$ cat src/rtl/abro_pkg.sv
// abro_pkg: shared state/order encodings and counter sizing helpers
// for the ABRO stimulus generator.
package abro_pkg;

    typedef enum logic [2:0] {
        ST_IDLE    = 3'd0,
        ST_RESTART = 3'd1,
        ST_FIRST   = 3'd2,
        ST_GAP     = 3'd3,
        ST_SECOND  = 3'd4,
        ST_WAIT_O  = 3'd5,
        ST_DONE    = 3'd6
    } state_t;

    localparam logic [1:0] ORD_AB  = 2'b00;
    localparam logic [1:0] ORD_BA  = 2'b01;
    localparam logic [1:0] ORD_SIM = 2'b10;

    // Bits needed to hold a cycle count of n (timeout counter width).
    function automatic int to_cnt_w(input int n);
        return (n < 1) ? 1 : $clog2(n + 1);
    endfunction

    function automatic int max_w(input int a, input int b);
        return (a > b) ? a : b;
    endfunction

endpackage

$ cat src/rtl/abro_delay_cnt.sv
// abro_delay_cnt: loadable down-counter with a zero flag, shared by the
// restart, gap and timeout phases of the stimulus generator.
module abro_delay_cnt #(
    parameter int W = 8
) (
    input  logic         clk,
    input  logic         reset,
    input  logic         load,
    input  logic         dec,
    input  logic [W-1:0] load_val,
    output logic         zero
);

    logic [W-1:0] cnt;

    always_ff @(posedge clk or negedge reset) begin
        if (!reset) begin
            cnt <= '0;
        end else if (load) begin
            cnt <= load_val;
        end else if (dec && cnt != '0) begin
            cnt <= cnt - W'(1);
        end
    end

    assign zero = (cnt == '0);

endmodule

$ cat src/rtl/abro_stim_gen.sv
// abro_stim_gen: drives A/B events and restart into an ABRO target,
// watches its O output and tallies pass/fail over a batch of runs.
module abro_stim_gen
    import abro_pkg::*;
#(
    parameter int GAP_W      = 8,
    parameter int RUN_W      = 8,
    parameter int TIMEOUT    = 16,
    parameter int RST_CYCLES = 2
) (
    input  logic             clk,
    input  logic             reset,
    input  logic             start,
    input  logic [1:0]       order,
    input  logic [GAP_W-1:0] gap,
    input  logic [RUN_W-1:0] num_runs,
    input  logic             o_in,
    output logic             a_out,
    output logic             b_out,
    output logic             dut_reset_n,
    output logic             busy,
    output logic             done,
    output logic [RUN_W-1:0] pass_cnt,
    output logic [RUN_W-1:0] fail_cnt,
    output logic [2:0]       state
);

    localparam int TO_W = to_cnt_w(TIMEOUT);
    localparam int RS_W = to_cnt_w(RST_CYCLES);
    localparam int CW   = max_w(GAP_W, max_w(TO_W, RS_W));

    localparam logic [CW-1:0] RST_LD = CW'(RST_CYCLES - 1);
    localparam logic [CW-1:0] TO_LD  = CW'(TIMEOUT - 1);

    state_t           st;
    state_t           nxt;
    logic [1:0]       ord_q;
    logic [GAP_W-1:0] gap_q;
    logic [RUN_W-1:0] runs_q;
    logic [RUN_W-1:0] run_idx;
    logic             early;

    logic             cnt_load;
    logic             cnt_dec;
    logic             cnt_zero;
    logic [CW-1:0]    cnt_val;

    logic             run_end;
    logic             last_run;

    // Early O wins over a real O: such a run is a fail on its first wait cycle.
    assign run_end  = (st == ST_WAIT_O) && (o_in || early || cnt_zero);
    assign last_run = (run_idx + RUN_W'(1)) == runs_q;
    assign cnt_dec  = (st == ST_RESTART) || (st == ST_GAP) || (st == ST_WAIT_O);
    assign state    = st;

    abro_delay_cnt #(
        .W(CW)
    ) u_dly (
        .clk     (clk),
        .reset   (reset),
        .load    (cnt_load),
        .dec     (cnt_dec),
        .load_val(cnt_val),
        .zero    (cnt_zero)
    );

    always_comb begin
        nxt      = st;
        cnt_load = 1'b0;
        cnt_val  = '0;
        case (st)
            ST_IDLE: begin
                if (start) begin
                    nxt      = ST_RESTART;
                    cnt_load = 1'b1;
                    cnt_val  = RST_LD;
                end
            end
            ST_RESTART: begin
                if (cnt_zero) nxt = ST_FIRST;
            end
            ST_FIRST: begin
                if (ord_q == ORD_SIM) begin
                    nxt      = ST_WAIT_O;
                    cnt_load = 1'b1;
                    cnt_val  = TO_LD;
                end else if (gap_q != '0) begin
                    nxt      = ST_GAP;
                    cnt_load = 1'b1;
                    cnt_val  = CW'(gap_q - GAP_W'(1));
                end else begin
                    nxt = ST_SECOND;
                end
            end
            ST_GAP: begin
                if (cnt_zero) nxt = ST_SECOND;
            end
            ST_SECOND: begin
                nxt      = ST_WAIT_O;
                cnt_load = 1'b1;
                cnt_val  = TO_LD;
            end
            ST_WAIT_O: begin
                if (run_end) begin
                    if (last_run) begin
                        nxt = ST_DONE;
                    end else begin
                        nxt      = ST_RESTART;
                        cnt_load = 1'b1;
                        cnt_val  = RST_LD;
                    end
                end
            end
            ST_DONE: nxt = ST_IDLE;
            default: nxt = ST_IDLE;
        endcase
    end

    always_ff @(posedge clk or negedge reset) begin
        if (!reset) begin
            st          <= ST_IDLE;
            a_out       <= 1'b0;
            b_out       <= 1'b0;
            dut_reset_n <= 1'b0;
            busy        <= 1'b0;
            done        <= 1'b0;
            pass_cnt    <= '0;
            fail_cnt    <= '0;
            ord_q       <= ORD_AB;
            gap_q       <= '0;
            runs_q      <= '0;
            run_idx     <= '0;
            early       <= 1'b0;
        end else begin
            st          <= nxt;
            a_out       <= (nxt == ST_FIRST && ord_q != ORD_BA) ||
                           (nxt == ST_SECOND && ord_q == ORD_BA);
            b_out       <= (nxt == ST_FIRST && ord_q != ORD_AB) ||
                           (nxt == ST_SECOND && ord_q == ORD_AB);
            dut_reset_n <= (nxt != ST_RESTART);
            busy        <= (nxt != ST_IDLE);
            done        <= (nxt == ST_DONE);

            if (st == ST_IDLE && start) begin
                ord_q    <= (order == 2'b11) ? ORD_AB : order;
                gap_q    <= gap;
                runs_q   <= (num_runs == '0) ? RUN_W'(1) : num_runs;
                pass_cnt <= '0;
                fail_cnt <= '0;
                run_idx  <= '0;
                early    <= 1'b0;
            end

            if (st == ST_RESTART) begin
                early <= 1'b0;
            end else if (o_in && (st == ST_FIRST || st == ST_GAP ||
                                  st == ST_SECOND)) begin
                early <= 1'b1;
            end

            if (run_end) begin
                if (o_in && !early) begin
                    if (pass_cnt != '1) pass_cnt <= pass_cnt + RUN_W'(1);
                end else begin
                    if (fail_cnt != '1) fail_cnt <= fail_cnt + RUN_W'(1);
                end
                run_idx <= run_idx + RUN_W'(1);
            end
        end
    end

endmodule

$ cat config.mk
export PLATFORM = sky130hd
export DESIGN_NAME = abro_stim_gen
export DESIGN_NICKNAME = d
export VERILOG_FILES = /design/src/rtl/abro_pkg.sv /design/src/rtl/abro_delay_cnt.sv /design/src/rtl/abro_stim_gen.sv
export SDC_FILE = /design/constraint.sdc
export NUM_CORES = 1
export LEC_CHECK = 0
export ABC_CLOCK_PERIOD_IN_PS = 4700
export CORE_ASPECT_RATIO = 1.4
export CORE_UTILIZATION = 35
export DETAILED_ROUTE_END_ITERATION = 16
export PLACE_DENSITY = 0.6
export SLEW_MARGIN = 40
export SYNTH_ARGS = -nofsm -noshare
export SYNTH_HDL_FRONTEND = slang
export SYNTH_HIERARCHICAL = 1
export SYNTH_SLANG_ARGS = --single-unit
$ cat constraint.sdc
create_clock -name clk -period 4.7 [get_ports clk]
set_input_delay 0.94 -clock clk [delete_from_list [all_inputs] [get_ports clk]]
set_output_delay 0.94 -clock clk [all_outputs]
set_load 0.02 [all_outputs]
Yosys cells after proc, flatten, opt, wreduce, memory -nomap -nowiden:

Cells that the tools add are included.

* flip-flop bits (word level): 59
* input port bits: 22
* output and inout port bits: 24

* add/subtract/negate cells: 5
* equality and inequality tests: 16
* multiplexer cells: 37
* reductions and logical operators: 29

Operators with widths (number)
* $mux W8: 15
* $pmux W8 S4: 1
* $add A8 B1 Y8 const B: 3
* $mux W3: 7
* $pmux W3 S6: 1
* $logic_not A8 Y1: 2
* $ne A8 B8 Y1 const B: 2
* $reduce_bool A8 Y1: 2
* $sub A8 B1 Y8 const B: 2
* $eq A3 B3 Y1 const B: 4
* $mux W1: 11
* $eq A3 B2 Y1 const B: 3
* $logic_and A1 B1 Y1: 9
* $eq A8 B8 Y1: 1
* $logic_or A1 B1 Y1: 8
* $reduce_bool A2 Y1: 3
* $reduce_bool A3 Y1: 2
* $eq A2 B2 Y1 const B: 2
* $pmux W1 S4: 1
* $eq A3 B1 Y1 const B: 1
* $logic_not A3 Y1: 1
* $ne A3 B1 Y1 const B: 1
* $eq A2 B1 Y1 const B: 1
* $logic_not A2 Y1: 1
* 3 further kinds: 3

Logic depth before layout (Yosys ltp):

* depth after elaboration: 8
* gate-level depth with buffers: 12
* mapped depth without buffers: 10

By module:

Netlist, hierarchy kept.

Modules (own cells, without submodules)
* abro_stim_gen: instances 1, cells an instance 327, area an instance 2900.3 sq um, sequential area each 1276.2 sq um
* abro_delay_cnt: instances 1, cells an instance 58, area an instance 528.0 sq um, sequential area each 200.2 sq um

Worst setup path after synthesis:

No wires, ideal clock.

* path type: register to register
* from: reg u_dly.cnt[0]
* to: reg u_dly.cnt[7]
* library setup time: 0.126 ns
* data arrival time: 3.062 ns
* setup slack: 1.512 ns
* stages on the path, launching flop included: 12
* buffers on the path: 1
* clock period less this slack: 3.188 ns
* cells stage by stage: dfrtp_1 -> inv_1 -> ha_1 -> or3b_2 -> nor2_1 -> nor3_1 -> or2_2 -> clkbuf_1 -> o21ai_0 -> clkinv_1 -> o311a_1 -> a221o_1

* cells in the longest elaborated chain, start to end: 6
* elaborated cells between the ends (all ways): 11

RTL lines
* from (decl): RTL line abro_delay_cnt.sv:14 `logic [W-1:0] cnt;`
* from (signal assigned): RTL line abro_delay_cnt.sv:20 `cnt <= load_val;`
* from (signal assigned): RTL line abro_delay_cnt.sv:22 `cnt <= cnt - W'(1);`
* $logic_not A8 Y1 *: RTL line abro_delay_cnt.sv:26 `assign zero = (cnt == '0);`
* net cnt_zero: RTL line abro_stim_gen.sv:45 `logic cnt_zero;`
* $logic_or A1 B1 Y1 *: RTL line abro_stim_gen.sv:52 `assign run_end = (st == ST_WAIT_O) && (o_in || early || cnt_zero);`
* $logic_and A1 B1 Y1 *: RTL line abro_stim_gen.sv:52
* $mux W1 *: RTL line abro_stim_gen.sv:105 `if (run_end) begin`
* $pmux W1 S4 *: RTL line abro_stim_gen.sv:72 `case (st)`
* net cnt_load: RTL line abro_stim_gen.sv:43 `logic cnt_load;`
* $mux W8 / $reduce_bool A2 Y1 (equally long branches)

The timed path passes the listed nets; every way through them passes the cells marked *. The select of a mux whose other input is x is not followed.
A chain may end at the register's enable or synchronous reset.

Worst setup path after layout:

Same ends and word-level chain as after synthesis.

==> results.yml <==
cells_and_area:
  final_layout_size_suffix_gt1_share_pct: 8.64
  final_common_cell: "nand2_1"
  area_delta_synth_final_pct: 27.3
  nFillCells: 942
  antenna_cells: 0
  nets: 464
  final_area_sq_um: 4360
  layout_common_cells: "72 x nand2_1, 59 x dfrtp_1, 44 x clkdlybuf4s50_1"
global_routing:
  grt_overflow: 0
  grt_pass1_vias: 2882
  gr-usage-all-layers_pct: 17.0
  grt_start_max_net_pins: 32
  grt_first_pass_wirelength_microns: 13700
  antenna_found_initial: 0
clock_tree:
  clkSlewWorstSetupHoldPaths_ps: 50
  cts_buffers: 9
  post-cts-setup-buffer-count: 0
  cts_hold_buf: 0
  clk_latency_ps: 330
  root_buffer: "clkbuf_16"
  cts_resized: 0
  htreeDepth: 3
  cts_sinks: 59
  cts_tree: "built"
  clk_path_buf_depth: 2
setup_path:
  worst-path-max-fanout: 14
  end_kind: "flip-flop"
  critical_path_class: "reg -> reg"
  worstSetupStartpointType: "flip-flop"
  required_ps: 4910
  cp.arrival_ps: 3600
yosys:
  synth_edf_count: 0
  synth-seq-area-share_pct: 43.1
  syn_nets: 414
  synthesis.area_sq_um: 3430
  synthSimpleGateAreaFrac_pct: 28.2
  yosysWarnings: 6
  synth-xor-area-share_pct: 5.11
  async_reset_ff_share_pct: 100
  synth_compound_area_share_pct: 16.7
  synth-main-ff-cell: "dfrtp_1"
  muxShareOfSynthArea_pct: 1.82
  synth_seq_cells: 59
  postSynthAreaPerCell_sq_um: 8.90
  synth_top_family_by_area: "simple AND/OR/NAND/NOR gates"
  synthCells: 385
  synth_fa_ha_area_share_pct: 2.55
  synth.distinct_cells: 62
sta:
  rsz0062_at_grt: "no"
  max_freq_ghz: 0.295
  min_period_ps: 3390
  setup_viol: 0
  final_max_slew_viol_count: 0
  setup_tns_ps: 0
  fin_skew_ps: 3.32
  holdWs_ps: 497
  hold_violations: 0
  timing.final.crit_share_pct: 72.2
  maxSlewHeadroom_pct: 52.4
  worst_pin_slew_ps: 715
die:
  die_w_microns: 85.6
  num_io_pins: 46
  die_h_microns: 119
  rows: 42
  core_sq_um: 9510
  die-area_sq_um: 10200
  start_util_pct: 36.0
placement:
  portBuffers: 45
  dp_hpwl_microns: 5810
  placed_cell_area_sq_um: 4040
  gp_congestion: 0.821
route:
  avgViaCountPerCell: 5.17
  vias: 2958
  wl_microns: 7910
  drc: 0
  highest-signal-layer: "met4"
  wl_met2_microns: 3800
  drtPass1Iterations: 4
  ant_nets: 0
  drtIter0Drc: 205
  wirelength_met1_microns: 3640
  wl_per_cell_microns: 13.8
  route.met3.wl_microns: 281
power:
  switchingPower_uw: 964
  p_leak_nw: 1.95
  power_frac_seq_pct: 34.0
  ir_worst_vdd_uv: 235
  p_int_mw: 1.54
  power_density_nw_per_um2: 574
  swShare_pct: 38.5
  clkPwrFrac_pct: 27.2
  pwr-share-comb_pct: 38.7
status:
  outcome: "finished, final reports clean"
hold_path:
  hold_path.class: "reg -> reg"
flow_run:
  drv_cap: 0
per-layer routing:
| layer | up-vias | global-route usage [%] |
|---|---|---|
| met5 | - | 0 |
| met4 | 0 | 8.85 |
| met1 | 1405 | 21.9 |
| met3 | 12 | 2.84 |
| met2 | 64 | 27.4 |
| li1 | 1477 | - |
cells in the mapped netlist, types with 2 or more instances:
cell	count	area share, %
and3_1	8	1.5
o21ai_1	2	0.29
or3_1	3	0.55
nand2_1	72	7.9
o211ai_1	3	0.66
nor3_1	7	1.0
or4_1	3	0.66
xor2_1	13	3.3
xnor2_1	7	1.8
and2_1	2	0.36
a21oi_1	13	1.9
a31oi_1	2	0.36
ha_1	7	2.6
or2_2	2	0.36
nand4_1	8	1.5
nand3b_1	4	0.88
nor2b_1	3	0.55
or3b_2	2	0.51
a211o_1	2	0.51
dfrtp_1	59	43
nand3_1	14	2.0
o31ai_1	4	0.88
clkbuf_1	6	0.66
a21o_1	5	1.1
o22ai_1	5	0.91
nor2_1	32	3.5
buf_2	6	0.88
nor3b_1	10	2.2
mux2i_1	4	1.2
o21ai_0	27	3.9
nand2b_1	6	1.1
nor4_1	3	0.55
a221o_1	2	0.58
inv_1	8	0.88
and4_1	3	0.77
a31o_2	2	0.51
metrics by stage:
stage | instances | setup WS (ps) | power, mW | util, %
2_1_floorplan | 385 | 1510 | 1.53 | -
3_3_place_gp | 554 | 1440 | 1.80 | 42.3
3_5_place_dp | 556 | 1330 | 1.83 | 42.5
4_1_cts | 572 | 1330 | 2.52 | 45.8
5_1_grt | 572 | 996 | 2.70 | 45.9
6_report | 572 | 1310 | 2.51 | 45.9
power by group through the flow:
stage | Combinational (mW) | Sequential, mW | Clock, mW
2_1_floorplan | 0.697 | 0.831 | 0
4_1_cts | 0.976 | 0.849 | 0.699
5_1_grt | 1.10 | 0.884 | 0.716
3_5_place_dp | 0.971 | 0.857 | 0
3_3_place_gp | 0.946 | 0.852 | 0
6_report | 0.971 | 0.852 | 0.682
critical path: stages (launching register included):
cell,delay [ps]
dfrtp_1,400
inv_1,120
ha_1,210
or3b_2,480
nor2_1,380
nor3_1,130
or2_2,400
o21ai_0,200
buf_4,220
clkinv_1,250
o311a_1,210
a221o_1,260
path summary, 6_finish.rpt:
| path | end | startpoint | depth (start not counted) | slack (ps) |
|---|---|---|---|---|
| setup / recovery | u_dly/cnt[7] | u_dly/cnt[0] | 11 | 1310 |
| hold / removal | runs_q[5] | runs_q[5] | 2 | 500 |
| setup reg to reg | u_dly/cnt[7] | u_dly/cnt[0] | 11 | 1310 |
| hold reg to reg | runs_q[5] | runs_q[5] | 2 | 500 |
| max in group asynchronous | ord_q[0] | reset | 2 | 3170 |
| min in group asynchronous | u_dly/cnt[6] | reset | 1 | 660 |
registers in the layout, indices dropped and copies added (netlist names), 2 cells and up:
name and flops:
fail_cnt 8, gap_q 8, ord_q 2, pass_cnt 8
run_idx 8, runs_q 8, state 3, u_dly/cnt 8
layout make-up:
type | count | area (sq um) | area share (%)
clock buffer | 12 | 267 | 6.11
timing repair buffer | 51 | 494 | 11.3
inverter | 9 | 33.8 | 0.774
clock inverter | 4 | 47.5 | 1.09
tap | 132 | 165 | 3.78
multi-input combinational | 305 | 1880 | 43.1
sequential | 59 | 1480 | 33.8
cells by family (layout without fill, tap and decap cells):
kind of cell / after synthesis / after routing
flops: 59 / 59
buf+inv: 21 / 76
simple gates: 189 / 189
compound gates: 83 / 83
xor+xnor: 20 / 20
mux: 6 / 6
fa+ha+maj: 7 / 7
Power figures use the tool's default switching activity.
